--- config.mk ---
export PLATFORM = sky130hd
export DESIGN_NAME = alu_rs
export DESIGN_NICKNAME = d
export VERILOG_FILES = /design/src/rtl/alu_rs.sv
export SDC_FILE = /design/constraint.sdc
export NUM_CORES = 2
export LEC_CHECK = 0
export BUFFER_PORTS_ARGS = -buffer_cell sky130_fd_sc_hd__buf_4
export CAP_MARGIN = 10
export CORE_ASPECT_RATIO = 0.8
export CORE_MARGIN = 3
export CORE_UTILIZATION = 35
export DETAILED_ROUTE_END_ITERATION = 10
export SYNTH_ARGS = -nofsm -noshare
export SYNTH_HDL_FRONTEND = slang
export SYNTH_SLANG_ARGS = --single-unit
--- constraint.sdc ---
create_clock -name clk_in -period 63.8 [get_ports clk_in]
set_clock_uncertainty 0.15 [all_clocks]
set_input_delay 9.57 -clock clk_in [delete_from_list [all_inputs] [get_ports clk_in]]
set_output_delay 9.57 -clock clk_in [all_outputs]
set_load 0.05 [all_outputs]
--- src/rtl/alu_rs.sv ---
// Reservation station for the integer ALU. It holds dispatched micro-ops,
// snoops both result buses for missing operands, and issues the lowest ready entry.
module alu_rs #(
  parameter int RS_SIZE = 8,
  parameter int ROB_W   = 4
) (
  input  logic             clk_in,
  input  logic             rst_in,
  input  logic             clear,
  input  logic             disp_valid,
  input  logic [10:0]      disp_op,
  input  logic             disp_qj_busy,
  input  logic             disp_qk_busy,
  input  logic [ROB_W-1:0] disp_qj,
  input  logic [ROB_W-1:0] disp_qk,
  input  logic [31:0]      disp_vj,
  input  logic [31:0]      disp_vk,
  input  logic [31:0]      disp_pc,
  input  logic [31:0]      disp_imm,
  input  logic [ROB_W-1:0] disp_rob_id,
  output logic             full,
  input  logic             cdb_alu_valid,
  input  logic [ROB_W-1:0] cdb_alu_rob_id,
  input  logic [31:0]      cdb_alu_value,
  input  logic             cdb_lsb_valid,
  input  logic [ROB_W-1:0] cdb_lsb_rob_id,
  input  logic [31:0]      cdb_lsb_value,
  output logic             alu_yes,
  output logic [10:0]      alu_op,
  output logic [31:0]      alu_v1,
  output logic [31:0]      alu_v2,
  output logic [31:0]      alu_pc,
  output logic [31:0]      alu_imm,
  output logic [ROB_W-1:0] alu_rob_id
);

  localparam int IDX_W = $clog2(RS_SIZE);

  logic [RS_SIZE-1:0] busy;
  logic [RS_SIZE-1:0] qj_busy;
  logic [RS_SIZE-1:0] qk_busy;
  logic [10:0]        op_q  [RS_SIZE];
  logic [ROB_W-1:0]   qj_q  [RS_SIZE];
  logic [ROB_W-1:0]   qk_q  [RS_SIZE];
  logic [ROB_W-1:0]   rob_q [RS_SIZE];
  logic [31:0]        vj_q  [RS_SIZE];
  logic [31:0]        vk_q  [RS_SIZE];
  logic [31:0]        pc_q  [RS_SIZE];
  logic [31:0]        imm_q [RS_SIZE];

  logic [RS_SIZE-1:0] ready;
  logic [IDX_W-1:0]   free_idx;
  logic [IDX_W-1:0]   sel_idx;
  logic               sel_valid;

  // Returns {still_busy, value}; the LSB bus wins when both buses carry the tag.
  function automatic logic [32:0] resolve(input logic busy_in,
                                          input logic [ROB_W-1:0] tag,
                                          input logic [31:0] val);
    logic [32:0] res;
    res = {busy_in, val};
    if (busy_in) begin
      if (cdb_lsb_valid && cdb_lsb_rob_id == tag)
        res = {1'b0, cdb_lsb_value};
      else if (cdb_alu_valid && cdb_alu_rob_id == tag)
        res = {1'b0, cdb_alu_value};
    end
    return res;
  endfunction

  assign full  = &busy;
  assign ready = busy & ~qj_busy & ~qk_busy;

  always_comb begin
    free_idx  = '0;
    sel_idx   = '0;
    sel_valid = 1'b0;
    for (int i = RS_SIZE - 1; i >= 0; i--) begin
      if (!busy[i])
        free_idx = IDX_W'(i);
      if (ready[i]) begin
        sel_idx   = IDX_W'(i);
        sel_valid = 1'b1;
      end
    end
  end

  // The dispatch slot is taken from pre-edge busy bits, so a slot freed by issue waits a cycle.
  always_ff @(posedge clk_in) begin
    if (rst_in || clear) begin
      busy       <= '0;
      alu_yes    <= 1'b0;
      alu_op     <= '0;
      alu_v1     <= '0;
      alu_v2     <= '0;
      alu_pc     <= '0;
      alu_imm    <= '0;
      alu_rob_id <= '0;
    end else begin
      alu_yes <= sel_valid;
      if (sel_valid) begin
        alu_op         <= op_q[sel_idx];
        alu_v1         <= vj_q[sel_idx];
        alu_v2         <= vk_q[sel_idx];
        alu_pc         <= pc_q[sel_idx];
        alu_imm        <= imm_q[sel_idx];
        alu_rob_id     <= rob_q[sel_idx];
        busy[sel_idx]  <= 1'b0;
      end
      for (int i = 0; i < RS_SIZE; i++) begin
        if (busy[i]) begin
          {qj_busy[i], vj_q[i]} <= resolve(qj_busy[i], qj_q[i], vj_q[i]);
          {qk_busy[i], vk_q[i]} <= resolve(qk_busy[i], qk_q[i], vk_q[i]);
        end
      end
      if (disp_valid && !full) begin
        busy[free_idx]                  <= 1'b1;
        op_q[free_idx]                  <= disp_op;
        qj_q[free_idx]                  <= disp_qj;
        qk_q[free_idx]                  <= disp_qk;
        pc_q[free_idx]                  <= disp_pc;
        imm_q[free_idx]                 <= disp_imm;
        rob_q[free_idx]                 <= disp_rob_id;
        {qj_busy[free_idx], vj_q[free_idx]} <= resolve(disp_qj_busy, disp_qj, disp_vj);
        {qk_busy[free_idx], vk_q[free_idx]} <= resolve(disp_qk_busy, disp_qk, disp_vk);
      end
    end
  end

endmodule

==> impl_results.md <==
* Status: complete, no violations
* Routed wl met2 at 122000 um
* GRT overflow at 0
* Die width at slightly above 500 um
* Post-CTS setup buffer count at 0
* Vias in the first global route at 50.5k
* Share of the synthesized area in the top cell type at roughly half
* Synth Warn # at 0
* Reg-to-Reg Start: busy[6]$_SDFF_PP0_
* FF-to-FF setup slack at roughly 59 ns
* Critical Path Most Common Cell: buf_4
* Worst Hold Class: register to register
* Crit-path max FO at 102
* Share of cells above drive strength 1 at a little under a quarter
* Max cap viols at 0
* CP required at about 64 ns
* Metal-1 WL at between 100000 and 150000 um
* Mapped cell area at around 0.071 mm^2
* First drt pass iteration count at 6
* Post-synthesis register bit count at approximately 1.4k
* # resized after CTS at 0
* Final Max Slew Viols at 0
* Largest cells by area after synthesis: edfxtp_1 (52%), mux2i_1 (14%), mux2_2 (7.4%)
* CTS buffer count at roughly 150
* First-pass GRT wire length at 377000 um
* Crit. End Element: register
* Root Driver: clkbuf_16
* Syn_area_per_cell at approximately 13 um^2
* Met3 Wirelength at 25100 um
* HP Start: alu_imm[0]$_SDFFE_PP0N_
* Pleak at 29.3 nW
* Final critical-path share of the clock period at 23.0%
* Initial core utilization at a little over a third
* GRT Util Overall at about 25%
* Final GP Congestion at about 0.83
* # setup viols final at 0
* CP startpoint: clear
* Area Overhead vs Synth at 14.1%
* Clk buf depth at 3
* Crit path to: alu_v1[12]$_SDFFE_PP0N_
* Maximum vdd drop at between 0.02 and 0.03 mV
* Routed wire length at ~270000 um
* Syn nets at between 5k and 6k
* Endpoints failing hold at 0
* Worst-Skew Late Latency at around 0.81 ns
* Count of different cell masters after synthesis at 66
* Hold Buf Count CTS at 0
* DR WL/cell at about 32 um
* Tot Pwr at between 2 and 2.5 mW
* CTS clk-pin slew, worst paths at 0.06 ns
* CTS tree: yes
* H-tree Lvls at 4
* Largest net degree at the start of global routing at 166
* # IOs at between 300 and 400
* Slew margin rel. at around an eighth
* Die area at around 0.21 mm^2
* Min Tclk post-route at roughly 15 ns
* Post-synth top flop: edfxtp_1
* DP HPWL at roughly 150000 um
* Unrepaired setup endpoints after global routing: no
* Max Freq at 68.2 MHz
* Initial DRC Count at 6973
* Pwr Density at 24.9 mW/mm^2
* Vias at ~52k
* Worst-Margin Slew at between 1 and 1.5 ns
* Final net count at 5704
* Core ar. at 0.201 mm^2
* Clock sink count at 1376
* Yosys top cell by area: edfxtp_1
* Die height at 410 um
* Fillers at ~19k
* Worst path slowest cell: buf_4
* Synth Instances at roughly 5.4k
* Vias/cell at ~6.2
* Final ANT Viol Nets at 0
* Port bufs at roughly 380
* Total negative slack at 0 ns
* Kind of critical path: input pin to register
* Worst r2r dst: alu_v2[29]$_SDFFE_PP0N_
* Max layer used: met5
* CP cell instances: buf_4 -> or2_2 -> inv_8 -> buf_4 -> buf_4 -> buf_4 -> buf_4 -> o21ai_0 -> o22ai_1
* Async SR Flop Fraction at 0%
* EDFF count, synth at roughly 1.2k
* Site Rows at roughly 150
* Antenna violations before repair at 36
* CP arrival at about 15 ns
* CP max stage delay at about 0.9 ns
* Sequential area share after synthesis at around 56%
* CP startpoint kind: input pin
* DR DRC count at 0
* Worst r2r path cells at 8
## metal layers
layer | vias up | global-route usage [%]
met5 | - | 0
met3 | 631 | 5.11
met2 | 2973 | 38.0
li1 | 21663 | -
met4 | 6 | 11.6
met1 | 26566 | 33.1
## layout by cell type, fill, tap and decap left out, drive strengths merged, types with 152 or more instances in the layout
cell type | Yosys | layout
o21ai | 176 | 176
buf | 213 | 491
mux2 | 465 | 465
a221oi | 208 | 208
edfxtp | 1224 | 1224
clkbuf | 336 | 209
a22oi | 209 | 209
nand3 | 266 | 266
mux2i | 1021 | 1021
dfxtp | 152 | 152
## cells by family (layout without fill, tap and decap cells)
kind of cell	after synthesis	count (layout)	share of synthesized area (%)
buffers and inverters	578	793	3.56
xor gates and xnor gates	144	144	1.77
other	0	26	0
AOI/OAI and AO/OA	1121	1121	12.1
muxes	1486	1486	21.7
DFF	1376	1376	55.9
and+or+nand+nor	675	675	4.96
## registers in the layout, indices dropped and copies added, names as in the netlist, 4 cells and up
register,flops
alu_op,11
qj_busy,8
alu_imm,32
vj_q,256
busy,8
vk_q,256
qk_busy,8
alu_rob_id,4
pc_q,256
alu_pc,32
op_q,88
qj_q,32
alu_v2,32
imm_q,256
rob_q,32
qk_q,32
alu_v1,32
## worst min-delay path by stage
stage                                 endpoint  slack (ns)  cells after the start
CTS                 alu_rob_id[1]$_SDFFE_PP0N_        0.39                      1
global route            alu_op[6]$_SDFFE_PP0N_        0.40                      1
floorplan                   busy[6]$_SDFF_PP0_        0.35                      2
detailed placement     alu_op[10]$_SDFFE_PP0N_        0.38                      1
finish                 alu_imm[0]$_SDFFE_PP0N_        0.39                      1
global placement       alu_imm[0]$_SDFFE_PP0N_        0.37                      1
## cell type report
class	count	area [um^2]	share of cell area (%)
sequential	1376	39800	49.0
multi-input combinational	3426	29300	36.1
clock buffer	209	4100	5.05
timing repair buffer	491	3740	4.60
tap	2682	3360	4.13
clock inverter	64	753	0.927
inverter	29	116	0.143
antenna	26	65.1	0.0801
## power breakdown
group	internal (mW)	leakage [nW]	total (mW)	switching, mW
logic	0.0494	14.5	0.144	0.0943
registers	1.00	12.5	1.01	0.00943
clock network	0.478	2.35	0.872	0.395
total	1.53	29.3	2.03	0.498
## stage by stage
step	util, %	hold slack (ns)	setup WS [ns]	instances	area, um^2
5_1_grt	40.3	0.400	48.96	8297	81300
3_5_place_dp	37.9	0.375	48.45	8004	76300
4_1_cts	40.3	0.391	49.30	8277	81200
2_1_floorplan	-	0.353	36.38	5380	71200
3_3_place_gp	37.9	0.369	48.43	8004	76300
6_report	40.4	0.388	49.15	8303	81300
## critical path: cells and delay by family
| kind | cells | cell delay [ns] |
|---|---|---|
| buffers and inverters | 6 | 4.25 |
| and+or+nand+nor | 1 | 0.58 |
| AOI/OAI and AO/OA | 2 | 0.47 |
## cells in the mapped netlist (81+ instances only)
cell type  instances
a21oi_1           81
o21ai_0          173
o22ai_1          109
and3_1           108
dfxtp_1          152
a221oi_1         198
clkbuf_1         336
mux2_2           465
nand3_1          266
nor2_1            92
xor2_1            84
mux2i_1         1021
buf_2            145
o2111a_1          87
a22oi_1          209
edfxtp_1        1224
Power figures use the tool's default switching activity.
